### config.mk
export PLATFORM = sky130hd
export DESIGN_NAME = serial_logic16
export DESIGN_NICKNAME = d
export VERILOG_FILES = /design/src/rtl/serial_logic16.sv
export SDC_FILE = /design/constraint.sdc
export NUM_CORES = 1
export LEC_CHECK = 0
export CORE_ASPECT_RATIO = 2
export CORE_MARGIN = 2
export CORE_UTILIZATION = 52
export CTS_CLUSTER_DIAMETER = 80
export DETAILED_ROUTE_END_ITERATION = 10
export PLACE_DENSITY = 0.79
export SETUP_SLACK_MARGIN = 0.5
export SKIP_LAST_GASP = 1
export SYNTH_ARGS = -nofsm -noshare
export SYNTH_HDL_FRONTEND = slang
export SYNTH_SLANG_ARGS = --single-unit
### constraint.sdc
create_clock -name clk -period 2.1 [get_ports clk]
set_input_delay 0.42 -clock clk [delete_from_list [all_inputs] [get_ports clk]]
set_output_delay 0.42 -clock clk [all_outputs]
set_load 0.01 [all_outputs]
### src/rtl/serial_logic16.sv
// serial_logic16: bit-serial 16-bit bitwise logic unit (AND/OR/XOR/NAND).
// Operands are latched on an input handshake and processed one bit per clock,
// LSB first, through a single shared 1-bit gate. The result is presented
// behind a valid/ready handshake.
// Optional feature macro: SERIAL_LOGIC_FLAGS_EN adds the zr/ng result flags.
module serial_logic16 #(
  parameter int unsigned WIDTH = 16
) (
  input  logic             clk,
  input  logic             rst_n,
  input  logic             in_valid,
  output logic             in_ready,
  input  logic [WIDTH-1:0] x,
  input  logic [WIDTH-1:0] y,
  input  logic [1:0]       op,
  output logic             out_valid,
  input  logic             out_ready,
  output logic [WIDTH-1:0] out
`ifdef SERIAL_LOGIC_FLAGS_EN
  ,
  output logic             zr,
  output logic             ng
`endif
);

  localparam int unsigned CNT_W = $clog2(WIDTH + 1);

  localparam logic [1:0] S_IDLE = 2'd0;
  localparam logic [1:0] S_RUN  = 2'd1;
  localparam logic [1:0] S_DONE = 2'd2;

  localparam logic [1:0] OP_AND  = 2'b00;
  localparam logic [1:0] OP_OR   = 2'b01;
  localparam logic [1:0] OP_XOR  = 2'b10;

  logic [1:0]       state;
  logic [1:0]       next_state;
  logic [WIDTH-1:0] xs;
  logic [WIDTH-1:0] ys;
  logic [WIDTH-1:0] res;
  logic [1:0]       op_q;
  logic [CNT_W-1:0] cnt;

  logic             bit_c;
  logic             accept_c;
  logic             last_c;
  logic             handoff_c;
  logic [WIDTH-1:0] res_next_c;

  // Shared 1-bit gate plus the handshake/terminal-count decodes
  always_comb begin
    bit_c = 1'b0;
    case (op_q)
      OP_AND:  bit_c = xs[0] & ys[0];
      OP_OR:   bit_c = xs[0] | ys[0];
      OP_XOR:  bit_c = xs[0] ^ ys[0];
      default: bit_c = ~(xs[0] & ys[0]);
    endcase
    res_next_c = {bit_c, res[WIDTH-1:1]};
    accept_c   = (state == S_IDLE) && in_valid;
    last_c     = (state == S_RUN) && (cnt == CNT_W'(WIDTH - 1));
    handoff_c  = (state == S_DONE) && out_valid && out_ready;
  end

  // State register
  always_ff @(posedge clk or negedge rst_n) begin
    if (!rst_n) begin
      state <= S_IDLE;
    end else begin
      state <= next_state;
    end
  end

  // Next-state logic
  always_comb begin
    next_state = state;
    case (state)
      S_IDLE: if (accept_c)  next_state = S_RUN;
      S_RUN:  if (last_c)    next_state = S_DONE;
      S_DONE: if (handoff_c) next_state = S_IDLE;
      default:               next_state = S_IDLE;
    endcase
  end

  // Operand shift registers, result accumulator and bit counter
  always_ff @(posedge clk or negedge rst_n) begin
    if (!rst_n) begin
      xs   <= '0;
      ys   <= '0;
      res  <= '0;
      op_q <= 2'b00;
      cnt  <= '0;
    end else if (accept_c) begin
      xs   <= x;
      ys   <= y;
      res  <= '0;
      op_q <= op;
      cnt  <= '0;
    end else if (state == S_RUN) begin
      xs   <= xs >> 1;
      ys   <= ys >> 1;
      res  <= res_next_c;
      cnt  <= cnt + CNT_W'(1);
    end
  end

  // Registered handshake outputs; out_valid rises one clock after DONE entry
  always_ff @(posedge clk or negedge rst_n) begin
    if (!rst_n) begin
      in_ready  <= 1'b1;
      out_valid <= 1'b0;
    end else if (accept_c) begin
      in_ready  <= 1'b0;
    end else if (handoff_c) begin
      in_ready  <= 1'b1;
      out_valid <= 1'b0;
    end else if (state == S_DONE) begin
      out_valid <= 1'b1;
    end
  end

  // Result register, loaded with the final bit on the RUN->DONE edge
  always_ff @(posedge clk or negedge rst_n) begin
    if (!rst_n) begin
      out <= '0;
    end else if (last_c) begin
      out <= res_next_c;
    end
  end

`ifdef SERIAL_LOGIC_FLAGS_EN
  // Zero/negative flags captured alongside the result
  always_ff @(posedge clk or negedge rst_n) begin
    if (!rst_n) begin
      zr <= 1'b0;
      ng <= 1'b0;
    end else if (last_c) begin
      zr <= (res_next_c == '0);
      ng <= res_next_c[WIDTH-1];
    end
  end
`endif

endmodule

==> results.md <==
* Fillers at 443
* Slew @ Worst Pin at 551 ps
* Clock slew seen by the registers of the worst setup and hold paths at 50 ps
* Core ar. at 5710 um2
* Syn Inst Count at 270
* Max-slew violations at 0
* Die Area at 6580 um2
* Initial Util at 53.8%
* Outcome: finished, final reports clean
* RSZ-0062 raised after global routing: yes
* Max-Cap Viols at 0
* Area Overhead vs Synth at 33.6%
* Vias at 2344
* Initial DRC Count at 79
* Hold-fix buffers, CTS at 0
* H-tree depth at 3
* Max Root-Sink Buffers at 2
* Crit path capture type: flip-flop
* CTS buffer count at 9
* Largest net degree at the start of global routing at 43
* Die H at 113 um
* Slew headroom at 63.3%
* CTS tree: built
* Fmax at 633 MHz
* Diode count at 0
* # DRC at 0
* Slowest Stage Delay on Critical Path at 410 ps
* Period utilisation layout at 75.2%
* Setup Skew at 3.88 ps
* CP startpoint kind: flip-flop
* CTS sink cnt at 74
* # IOs at 56
* Register area share after synthesis at 60.3%
* Total GRT Usage at 22.8%
* Clk root buf: clkbuf_16
* Setup CP Type: reg2reg
* Critical Path AT at 1790 ps
* Post-layout util at 71.9%
* Crit Path Max Fanout at 4
* Die Width at 58.4 um
* Post-DRT Antenna Nets at 0
* Post-layout nets at 377
* Syn Nets at 312
* Setup TNS at 0 ps
* WL per Instance at 16.5 um
* Detailed Route WL at 6620 um
* Maximum vdd drop at 0.00105 V
* Avg Inst Size Synth at 11.4 um2
* GP Congestion at 0.778
* Clock insertion delay at the later pin of the skew report at 330 ps
* Setup violators final at 0
* First-pass detailed-route iteration total at 4
* GRT overflow at 0
* Synth warn at 0
* CP required at 2310 ps
* Via/cell ratio at 5.85
* Core Rows at 39
* Worst Hold Class: in2async
* Initial antenna violation count at 0
* Min cycle time layout at 1580 ps
* Final Power at 5570 uW
* P_leak at 0.00192 uW
* Post-synth cell types at 30
* First-pass GRT wire length at 11300 um
* Vias in the first global route at 2364
* Detailed Place HPWL at 4400 um
* Yosys reg bits at 74
* Fraction of layout cells with a size suffix above 1 at 15.6%
* Cell with the largest stage delay on the worst path: dfrtp_1
* Critical-path cell list: ha_2, and3_4, ha_4, nand2_4, mux2_1
* Post-Syn Area at 3070 um2
* Pwr/cell area at 1360 nW/um2
* I/O Buffers at 55
* Final hold violations at 0
==> path summary, 6_finish.rpt <==
kind	startpoint	endpoint	slack [ps]	depth (start not counted)
max	cnt[0]$_DFFE_PN0P_	out[7]$_DFFE_PN0P_	520	5
min in group clk	in_ready$_DFFE_PN1P_	in_ready$_DFFE_PN1P_	480	2
min reg2reg	in_ready$_DFFE_PN1P_	in_ready$_DFFE_PN1P_	480	2
min	rst_n	ys[6]$_DFFE_PN0P_	70	1
max reg2reg	cnt[0]$_DFFE_PN0P_	out[7]$_DFFE_PN0P_	520	5
max in group asynchronous	rst_n	out[4]$_DFFE_PN0P_	1470	2
==> where the power goes <==
| part | internal [uW] | total [uW] | switching (uW) |
|---|---|---|---|
| sequential | 1970 | 2360 | 388 |
| combinational | 946 | 1850 | 906 |
| clock | 830 | 1360 | 533 |
| total | 3740 | 5570 | 1830 |
==> through the flow <==
| step | setup slack, ps | hold slack [ps] | area [um2] | std cells |
|---|---|---|---|---|
| 6_report | 521 | 74.8 | 4110 | 401 |
| 5_1_grt | 477 | 117 | 4110 | 401 |
| 4_1_cts | 512 | 93.0 | 4050 | 398 |
| 3_5_place_dp | 266 | 441 | 3770 | 379 |
| 3_3_place_gp | 314 | 437 | 3770 | 379 |
| 2_1_floorplan | 512 | 124 | 3140 | 270 |
==> flip-flops by register name, indices dropped and copies added (netlist names) <==
name,flops
ys,16
out_valid,1
out,16
res,15
cnt,5
state,2
xs,16
in_ready,1
op_q,2
==> cell usage after synthesis, drive strengths merged <==
library cell	number	area [um2]
and2b	1	7.51
buf	14	70.1
nand2b	2	12.5
and3	3	18.8
a2bb2oi	1	8.76
inv	6	22.5
clkbuf	4	15.0
a21o	1	7.51
nand3b	1	7.51
dfstp	1	26.3
o21ai	41	205
o22ai	1	6.26
nor3	1	5.00
nor2	5	21.3
ha	4	50.1
a21oi	3	15.0
nand3	1	5.00
a21boi	1	7.51
nor2b	1	6.26
a22o	17	149
nand2	39	149
dfrtp	73	1830
mux2	17	191
a22oi	32	240
==> layer usage <==
metal / wire (um) / track usage [%] / vias to the layer above
met5: 0 / 0 / -
met4: 115 / 9.92 / 0
met3: 200 / 4.91 / 8
met2: 3630 / 36.9 / 56
met1: 2670 / 28.9 / 1172
li1: - / - / 1108
==> critical path: cells and delay by family, from the launching register on <==
kind / cells / cell delay (ps)
flops: 1 / 410
mux: 1 / 320
fa+ha+maj: 2 / 410
simple gates: 2 / 320
==> repair_timing <==
action / 4_1_cts / 5_1_grt
pin swaps: 0 / 1
gates resized for setup: 20 / 8
setup endpoints to repair: 33 / 14
gates cloned: 1 / 1
setup buffers: 2 / 2
==> final cells by class <==
class	count	area, um2	area share (%)
clock buffer	14	254	6.18
clock inverter	2	12.5	0.305
inverter	6	22.5	0.548
multi-input combinational	174	1240	30.1
sequential	74	1850	45.1
tap	61	76.3	1.86
timing repair buffer	70	652	15.9
==> logic make-up after synthesis <==
family / count (synthesis) / synth area share [%]
fa+ha+maj: 4 / 1.63
simple gates: 54 / 7.57
flops: 74 / 60.3
mux: 17 / 6.23
compound gates: 97 / 20.8
buf+inv: 24 / 3.50
==> cell usage in the layout (no fill, tap or decap), types with 2 or more instances in the layout <==
cell,Yosys,layout
a21oi_1,3,3
a22o_1,17,17
a22oi_1,32,32
and3_1,3,2
buf_4,1,15
clkbuf_1,4,4
clkbuf_16,0,9
clkdlybuf4s50_1,0,36
dfrtp_1,73,72
dlygate4sd2_1,0,17
ha_1,4,2
inv_1,4,4
inv_2,2,2
mux2_1,17,5
mux2_4,0,12
nand2_1,38,38
nand2_8,0,2
nand2b_1,2,2
nor2_1,4,4
o21ai_0,2,2
o21ai_1,39,38
(Power assumes the default switching activity.)
